<file path="config.mk">
export PLATFORM = sky130hd
export DESIGN_NAME = uart_tx_fifo
export DESIGN_NICKNAME = d
export VERILOG_FILES = /design/src/rtl/uart_tx_fifo.sv
export SDC_FILE = /design/constraint.sdc
export NUM_CORES = 1
export LEC_CHECK = 0
export BUFFER_PORTS_ARGS = -buffer_cell sky130_fd_sc_hd__clkbuf_2
export CAP_MARGIN = 20
export CORE_MARGIN = 2
export CORE_UTILIZATION = 45
export DETAILED_ROUTE_END_ITERATION = 10
export MAX_ROUTING_LAYER = met4
export PLACE_DENSITY = 0.68
export SYNTH_ARGS = -nofsm -noshare
export SYNTH_HDL_FRONTEND = slang
export SYNTH_SLANG_ARGS = --single-unit
</file>
<file path="constraint.sdc">
create_clock -name sysclk -period 4.95 [get_ports sysclk]
set_input_delay 0.99 -clock sysclk [delete_from_list [all_inputs] [get_ports sysclk]]
set_output_delay 0.99 -clock sysclk [all_outputs]
set_load 0.01 [all_outputs]
</file>
<file path="src/rtl/uart_tx_fifo.sv">
// Buffered UART transmitter: an 8-deep byte FIFO feeding an 8N1 / 8E1 / 8O1 serialiser
// with its own per-bit clock divider. txd is registered and idles high.
module uart_tx_fifo #(
  parameter int unsigned DEPTH        = 8,
  parameter int unsigned ADDR_W       = 3,
  parameter int unsigned CLKS_PER_BIT = 5208,
  parameter bit          PARITY_EN    = 1'b0,
  parameter bit          PARITY_ODD   = 1'b0
) (
  input  logic              sysclk,
  input  logic              reset,
  input  logic              wr_en,
  input  logic [7:0]        wr_data,
  output logic              full,
  output logic              empty,
  output logic [ADDR_W:0]   count,
  output logic              overflow,
  output logic              txd,
  output logic              tx_busy
);

  localparam int unsigned     CntW     = (CLKS_PER_BIT > 1) ? $clog2(CLKS_PER_BIT) : 1;
  localparam int unsigned     CntMaxI  = CLKS_PER_BIT - 1;
  localparam logic [CntW-1:0] CntMax   = CntMaxI[CntW-1:0];
  localparam logic [ADDR_W:0] DepthCnt = DEPTH[ADDR_W:0];

  typedef enum logic [2:0] {StIdle, StStart, StData, StParity, StStop} state_e;

  state_e            state_q;
  logic [CntW-1:0]   bit_cnt_q;
  logic [2:0]        bit_idx_q;
  logic [7:0]        shift_q;
  logic              txd_q;

  logic [7:0]        mem_q [DEPTH];
  logic [ADDR_W-1:0] wr_ptr_q, rd_ptr_q;
  logic [ADDR_W:0]   count_q, count_d;
  logic              full_q, empty_q, overflow_q;

  logic              push, pop, bit_end;
  logic [2:0]        idx_nxt;

  always_comb begin
    bit_end = (bit_cnt_q == CntMax);
    push    = wr_en && !full_q;
    // Pop when idle, or at the end of a stop bit so frames run back to back.
    pop     = !empty_q && ((state_q == StIdle) || ((state_q == StStop) && bit_end));
    idx_nxt = bit_idx_q + 3'd1;
    count_d = count_q;
    if (push && !pop) begin
      count_d = count_q + {{ADDR_W{1'b0}}, 1'b1};
    end else if (pop && !push) begin
      count_d = count_q - {{ADDR_W{1'b0}}, 1'b1};
    end
  end

  always_ff @(posedge sysclk) begin
    if (!reset) begin
      wr_ptr_q   <= '0;
      rd_ptr_q   <= '0;
      count_q    <= '0;
      full_q     <= 1'b0;
      empty_q    <= 1'b1;
      overflow_q <= 1'b0;
    end else begin
      if (push) begin
        wr_ptr_q <= wr_ptr_q + {{(ADDR_W-1){1'b0}}, 1'b1};
      end
      if (pop) begin
        rd_ptr_q <= rd_ptr_q + {{(ADDR_W-1){1'b0}}, 1'b1};
      end
      count_q <= count_d;
      full_q  <= (count_d == DepthCnt);
      empty_q <= (count_d == '0);
      if (wr_en && full_q) begin
        overflow_q <= 1'b1;
      end
    end
  end

  // Storage carries no reset; occupancy alone says which entries are valid.
  always_ff @(posedge sysclk) begin
    if (push) begin
      mem_q[wr_ptr_q] <= wr_data;
    end
  end

  always_ff @(posedge sysclk) begin
    if (!reset) begin
      state_q   <= StIdle;
      bit_cnt_q <= '0;
      bit_idx_q <= '0;
      shift_q   <= '0;
      txd_q     <= 1'b1;
    end else begin
      if (state_q != StIdle) begin
        bit_cnt_q <= bit_end ? '0 : bit_cnt_q + CntW'(1);
      end
      unique case (state_q)
        StIdle: begin
          txd_q <= 1'b1;
          if (pop) begin
            shift_q <= mem_q[rd_ptr_q];
            txd_q   <= 1'b0;
            state_q <= StStart;
          end
        end
        StStart: begin
          if (bit_end) begin
            bit_idx_q <= '0;
            txd_q     <= shift_q[0];
            state_q   <= StData;
          end
        end
        StData: begin
          if (bit_end) begin
            if (bit_idx_q == 3'd7) begin
              if (PARITY_EN) begin
                txd_q   <= (^shift_q) ^ PARITY_ODD;
                state_q <= StParity;
              end else begin
                txd_q   <= 1'b1;
                state_q <= StStop;
              end
            end else begin
              bit_idx_q <= idx_nxt;
              txd_q     <= shift_q[idx_nxt];
            end
          end
        end
        StParity: begin
          if (bit_end) begin
            txd_q   <= 1'b1;
            state_q <= StStop;
          end
        end
        StStop: begin
          if (bit_end) begin
            if (pop) begin
              shift_q <= mem_q[rd_ptr_q];
              txd_q   <= 1'b0;
              state_q <= StStart;
            end else begin
              state_q <= StIdle;
            end
          end
        end
        default: begin
          txd_q   <= 1'b1;
          state_q <= StIdle;
        end
      endcase
    end
  end

  assign full     = full_q;
  assign empty    = empty_q;
  assign count    = count_q;
  assign overflow = overflow_q;
  assign txd      = txd_q;
  assign tx_busy  = (state_q != StIdle);

endmodule

</file>
==> results.sh, run 1 <==
export IMPL_status="finished clean"
export IMPL_final_setup_viol_count=0
export IMPL_fin_setup_tns_ns=0
export IMPL_end_kind="register"
export IMPL_hold_path_end="bit_idx_q[1]"
export IMPL_dp_hpwl_microns=5000
export IMPL_grt_util_all_layers=0.152
export IMPL_whs_ns=0.468
export IMPL_critical_path_required_ns=5.03
export IMPL_vias_per_cell=5.14
export IMPL_die_w_microns=104
export IMPL_rsz0062_at_grt="false"
export IMPL_wl_met2_microns=3670
export IMPL_worst_setup_path_type="in2reg"
export IMPL_synthTopCellsByArea="edfxtp_1 43%, dfxtp_1 20%, mux4_2 9.1%"
export IMPL_crit_path_cell_trace="clkbuf_2, nor2b_1, nand2_1, nor3_1, clkbuf_2"
export IMPL_power_total_mw=2.20
export IMPL_design_area_sq_um=4910
export IMPL_slowest_delay_ns=0.59
export IMPL_n_fill_cell=829
export IMPL_dr_pass1_iters=4
export IMPL_cap_violations=0
export IMPL_ctsHoldBuffers=0
export IMPL_place_inst=471
export IMPL_p_leak_nw=1.66
export IMPL_syn_avg_cell_area_sq_um=13.7
export IMPL_syn_to_final_growth_pct=10.1
export IMPL_clkTransAtPathRegs_ns=0.09
export IMPL_rows=36
export IMPL_ff2ff_setup_slack_ns=2.71
export IMPL_grt_max_degree=24
export IMPL_netlist_area_sq_um=4460
export IMPL_utilization=0.507
export IMPL_cts_tree="done"
export IMPL_worst_ir_drop_vdd_mv=0.247
export IMPL_reg2regPathDepth=8
export IMPL_drt_iter0_markers=93
export IMPL_relSlewSlack=0.483
export IMPL_path_buf_inv=2
export IMPL_dr_max_layer_used="met4"
export IMPL_place_area_sq_um=4710
export IMPL_final_cell_count_no_fill=488
export IMPL_met3_length_microns=245
export IMPL_syn_nets=344
export IMPL_wl_met1_microns=3410
export IMPL_drcViolationCount=0
export IMPL_cts_sinks=108
export IMPL_period_needed_ns=2.56
export IMPL_slew_violations=0
export IMPL_r2r_end="txd"
export IMPL_cpLargestDelayFamily="simple AND/OR/NAND/NOR gates"
export IMPL_via_count=2508
export IMPL_antenna_found_initial=0
export IMPL_nNetsFinal=368
export IMPL_yosys_area_top_type_share=0.431
export IMPL_synth_edff_count=64
export IMPL_placeableCoreArea_sq_um=9680
export IMPL_cts_resized=0
export IMPL_reg2reg_from="bit_idx_q[0]"
export IMPL_io_buffers=19
export IMPL_grt_pass1_wl_microns=12300
export IMPL_num_antenna_cells=0
export IMPL_critPathLaunchType="input pin"
export IMPL_drive_above_1_share=0.197
export IMPL_grt_ovfl_total=0
export IMPL_cts_buffers=9
export IMPL_hold_path_cell_count=2
export IMPL_dpl_worst_slack_ns=1.85
export IMPL_min_path_type="reg2reg"
export IMPL_cts_buffer_depth=2
export IMPL_cp_max_fo=8
export IMPL_synthCells=326
export IMPL_max_freq_ghz=0.391
export IMPL_totalWireLength_microns=7430
export IMPL_ys_warn_count=0
export IMPL_hold_violations=0
export IMPL_ios=20
export IMPL_post_route_period_util=0.517
export IMPL_cp_slowest_cell="nor3_1"
export IMPL_synth_top_area_cell="edfxtp_1"
export IMPL_cts_root_buf="clkbuf_8"
export IMPL_worstPathArrival_ns=2.64
export IMPL_min_from="bit_idx_q[1]"
export IMPL_clock_latency_ns=0.37
export IMPL_p_per_area_nw_per_um2=447
export IMPL_yosysSeqAreaShare=0.628
export IMPL_die_area_sq_um=10700
export IMPL_skew_ns=0.00708
export IMPL_place_congestion=0.804
export IMPL_wl_per_cell_microns=15.2
export IMPL_ant_nets=0
export IMPL_crit_top_cell="clkbuf_2"
export IMPL_start_util=0.461
export IMPL_async_reset_ff_frac=0
export IMPL_tightest_slew_ns=0.775
export IMPL_synth_ff_type="edfxtp_1"
export IMPL_grt_pass1_vias=2513
export IMPL_cts_max_level=3
export IMPL_synth_seq_cells=108
export IMPL_die_h_microns=104
export IMPL_worst_slack_ns=2.39
export IMPL_ys_types=44
export IMPL_postCtsSetupBuffers=0
## cell usage in the layout, fill, tap and decap left out, drive strengths merged, types with 2 or more instances in the layout
| master | Yosys | layout |
|---|---|---|
| xor2 | 10 | 10 |
| a211oi | 10 | 10 |
| edfxtp | 64 | 64 |
| clkbuf | 5 | 31 |
| xnor2 | 7 | 7 |
| ha | 7 | 7 |
| mux4 | 18 | 18 |
| nor2 | 37 | 37 |
| nand4 | 5 | 5 |
| buf | 9 | 7 |
| nor4b | 3 | 3 |
| or3 | 5 | 5 |
| o31ai | 2 | 2 |
| nor3 | 11 | 11 |
| o21ai | 8 | 8 |
| mux2i | 12 | 12 |
| nand3 | 4 | 4 |
| nand2b | 4 | 4 |
| nor2b | 2 | 2 |
| and2 | 4 | 4 |
| and3 | 2 | 2 |
| a21oi | 12 | 12 |
| nand2 | 22 | 22 |
| inv | 8 | 11 |
| dfxtp | 44 | 44 |
## registers in the layout, summed over array words and instances, names as in the netlist, 3 cells and up, named ones only
| signal | count |
|---|---|
| count | 4 |
| shift_q | 8 |
| state_q | 3 |
| rd_ptr_q | 3 |
| bit_idx_q | 3 |
| mem_q | 64 |
| bit_cnt_q | 13 |
| wr_ptr_q | 3 |
## cell families (layout without fill, tap and decap cells)
logic type | count (synthesis) | in the layout | share of synthesized area
AOI/OAI and AO/OA | 39 | 39 | 0.0594
muxes | 30 | 30 | 0.118
DFF | 108 | 108 | 0.628
adders and majority gates | 7 | 7 | 0.0196
xor gates and xnor gates | 17 | 17 | 0.0350
and+or+nand+nor | 103 | 103 | 0.118
buffers and inverters | 22 | 51 | 0.0221
## how the worst max path moves through the flow
| stage | startpoint | end | slack (ns) | cells past startpoint |
|---|---|---|---|---|
| after detailed placement | wr_en | mem_q[4][1] | 1.85 | 4 |
| after global placement | wr_en | mem_q[4][1] | 1.94 | 4 |
| final | wr_en | mem_q[4][4] | 2.39 | 5 |
| after CTS | wr_en | mem_q[4][4] | 2.25 | 4 |
| after global routing | wr_en | mem_q[4][4] | 2.25 | 5 |
| after floorplan | wr_en | mem_q[4][0] | 2.60 | 4 |
## layer usage
layer	GRT usage	up-vias
li1	-	1265
met1	0.185	1204
met2	0.248	31
met3	0.0428	8
met4	0.0492	0
met5	-	-
## where the power goes
part | internal, mW | leakage (nW) | switching [mW]
sequential | 1.05 | 0.940 | 0.0866
clock | 0.243 | 0.100 | 0.294
combinational | 0.265 | 0.622 | 0.264
total | 1.55 | 1.66 | 0.644
## worst register-to-register path: cells and delay by family (launching register included)
family / cells / cell delay (ns)
adder cells (fa/ha/maj): 2 / 0.58
multiplexers: 2 / 0.64
AO/OA/AOI/OAI: 2 / 0.36
AND/OR/NAND/NOR: 2 / 0.20
flip-flops: 1 / 0.36
## cells in the mapped netlist, drive strengths merged, types with 7 or more instances
library cell / count
edfxtp: 64
dfxtp: 44
nor2: 37
nand2: 22
mux4: 18
a21oi: 12
mux2i: 12
nor3: 11
a211oi: 10
xor2: 10
buf: 9
inv: 8
o21ai: 8
ha: 7
xnor2: 7
## cell type report
cell class | instances | area [sq um] | area share
clock buffer | 11 | 131 | 0.0267
clock inverter | 5 | 67.6 | 0.0138
inverter | 8 | 30.0 | 0.00611
multi-input combinational | 196 | 1560 | 0.318
sequential | 108 | 2800 | 0.571
tap | 133 | 166 | 0.0339
timing repair buffer | 27 | 153 | 0.0311
(Power assumes the default switching activity.)
==> run 2, diff against run 1 <==
Settings changed: ABC_AREA from default to 1, PLACE_DENSITY 0.68 to 0.71.
Clock period 4.95 ns to 2.3 ns, I/O delays scaled along.
==> run 2 against run 1 <==
First-iteration DRC count up 100%. Worst setup slack worse by 2.0 ns. Sequential share of layout area down 2.6 points. Area after synthesis up 3.8%. Worst hold slack worse by 0.13 ns. Die area up 3.7%. Register-to-register slack worse by 2.3 ns. Clock-buffer cell count down 2. Wire length up 20%. Highest routed layer unchanged.
==> results.sh, run 2 <==
export IMPL_status="finished clean"
export IMPL_hold_path_end="overflow"
export IMPL_synth_ff_type="edfxtp_1"
export IMPL_dpl_worst_slack_ns=0.309
export IMPL_top_regs="mem_q x64, bit_cnt_q x13, shift_q x8"
export IMPL_post_route_period_util=0.829
export IMPL_die_h_microns=105
export IMPL_io_buffers=19
export IMPL_tightest_slew_ns=0.407
export IMPL_min_path_type="in2reg"
export IMPL_synth_seq_cells=108
export IMPL_layout_common_cells="89 x nor2_1, 70 x nand2_1, 64 x edfxtp_1"
export IMPL_place_congestion=0.935
export IMPL_grt_util_all_layers=0.173
export IMPL_slew_violations=0
export IMPL_critPathLaunchType="register"
export IMPL_die_w_microns=105
export IMPL_hold_path_cell_count=3
export IMPL_relSlewSlack=0.728
export IMPL_clkTransAtPathRegs_ns=0.11
export IMPL_final_cell_count_no_fill=641
export IMPL_vias_per_cell=5.22
export IMPL_whs_ns=0.342
export IMPL_p_leak_nw=1.88
export IMPL_totalWireLength_microns=8890
export IMPL_cts_tree="done"
export IMPL_synth_edff_count=64
export IMPL_grt_ovfl_total=0
export IMPL_rows=37
export IMPL_power_total_mw=5.29
export IMPL_ys_top_cells_by_count="89 x nor2_1, 70 x nand2_1, 64 x edfxtp_1"
export IMPL_drt_iter0_markers=190
export IMPL_async_reset_ff_frac=0
export IMPL_cts_buffers=9
export IMPL_largest_register_ffs=64
export IMPL_ios=20
export IMPL_clock_latency_ns=0.37
export IMPL_start_util=0.457
export IMPL_synth_top_area_cell="edfxtp_1"
export IMPL_regMostFlops="mem_q"
export IMPL_rsz0062_at_grt="false"
export IMPL_ctsHoldBuffers=0
export IMPL_syn_to_final_growth_pct=11.0
export IMPL_hold_violations=0
export IMPL_fin_setup_tns_ns=0
export IMPL_grt_pass1_wl_microns=14700
export IMPL_place_inst=625
export IMPL_grt_pass1_vias=3099
export IMPL_yosysSeqAreaShare=0.605
export IMPL_ant_nets=0
export IMPL_drcViolationCount=0
export IMPL_skew_ns=0.0146
export IMPL_syn_avg_cell_area_sq_um=9.82
export IMPL_ys_types=37
export IMPL_cp_max_fo=22
export IMPL_yosys_area_top_type_share=0.415
export IMPL_reg2reg_from="bit_cnt_q[0]"
export IMPL_min_from="wr_en"
export IMPL_cts_resized=0
export IMPL_num_antenna_cells=0
export IMPL_cts_buffer_depth=2
export IMPL_critical_path_required_ns=2.55
export IMPL_worstPathArrival_ns=2.15
export IMPL_syn_nets=490
export IMPL_wl_per_cell_microns=13.9
export IMPL_worst_setup_path_type="reg2reg"
export IMPL_period_needed_ns=1.91
export IMPL_netlist_area_sq_um=4630
export IMPL_antenna_found_initial=0
export IMPL_cts_max_level=3
export IMPL_synthTopCellsByArea="edfxtp_1 41%, dfxtp_1 19%, nor2_1 7.2%"
export IMPL_die_area_sq_um=11100
export IMPL_worst_slack_ns=0.394
export IMPL_end_kind="register"
export IMPL_max_freq_ghz=0.525
export IMPL_ff2ff_setup_slack_ns=0.39
export IMPL_cts_sinks=108
export IMPL_via_count=3344
export IMPL_final_common_cell="nor2_1"
export IMPL_ys_warn_count=0
export IMPL_p_per_area_nw_per_um2=1030
export IMPL_yosysMostFrequentCell="nor2_1"
export IMPL_cap_violations=0
export IMPL_nNetsFinal=518
export IMPL_cts_root_buf="clkbuf_8"
export IMPL_postCtsSetupBuffers=0
export IMPL_dp_hpwl_microns=5930
export IMPL_final_setup_viol_count=0
export IMPL_dr_pass1_iters=4
export IMPL_drive_above_1_share=0.145
export IMPL_placeableCoreArea_sq_um=10100
export IMPL_grt_max_degree=33
export IMPL_synthCells=472
export IMPL_worst_ir_drop_vdd_mv=0.570
export IMPL_reg2regPathDepth=9
-- run 2: worst max path at each step --
| stage | depth (start not counted) | endpoint | slack, ns | from |
|---|---|---|---|---|
| global route | 9 | rd_ptr_q[0] | 0.15 | bit_cnt_q[0] |
| finish | 9 | register | 0.39 | bit_cnt_q[0] |
| detailed placement | 9 | register | 0.31 | bit_cnt_q[0] |
| global placement | 10 | register | 0.39 | bit_cnt_q[0] |
| floorplan | 6 | mem_q[1][0] | 0.47 | wr_en |
| CTS | 9 | register | 0.25 | bit_cnt_q[0] |
-- run 2: cells by family after synthesis --
group                    synth area share
buffers and inverters              0.0427
XOR/XNOR                          0.00945
AND/OR/NAND/NOR                     0.200
AO/OA/AOI/OAI                       0.124
adder cells (fa/ha/maj)            0.0189
flip-flops                          0.605
-- run 2: metrics by stage --
step,utilization,instance area [sq um]
floorplan,-,4630
finish,0.507,5140
detailed placement,0.488,4950
global route,0.507,5140
global placement,0.488,4950
CTS,0.507,5140
-- run 2: power breakdown --
part | switching, mW | internal (mW)
combinational | 1.11 | 0.629
sequential | 0.174 | 2.27
clock | 0.685 | 0.421
total | 1.97 | 3.32
-- run 2: area by class of cell --
cell class | instances | area [sq um]
Clock buffer | 9 | 124
Multi-Input combinational cell | 313 | 1630
Timing Repair Buffer | 33 | 213
Sequential cell | 108 | 2800
Clock inverter | 7 | 66.3
Tap cell | 136 | 170
Inverter | 35 | 135
Fill cell | 873 | 4990
-- run 2: critical path, cell delays in order (launching register included) --
cell	delay, ns
dfxtp_1	0.35
ha_1	0.23
nand2_1	0.11
nor2_1	0.06
nand3_2	0.13
nand2_4	0.09
nand2_4	0.13
clkinvlp_4	0.30
o21ai_0	0.32
a21oi_1	0.07
-- run 2: per-layer routing --
| layer | GRT usage | vias to the layer above | part of all wire |
|---|---|---|---|
| met5 | - | - | 0 |
| met4 | 0.0743 | 0 | 0.018 |
| met3 | 0.0322 | 12 | 0.039 |
| met2 | 0.265 | 76 | 0.47 |
| met1 | 0.226 | 1570 | 0.47 |
| li1 | - | 1686 | - |
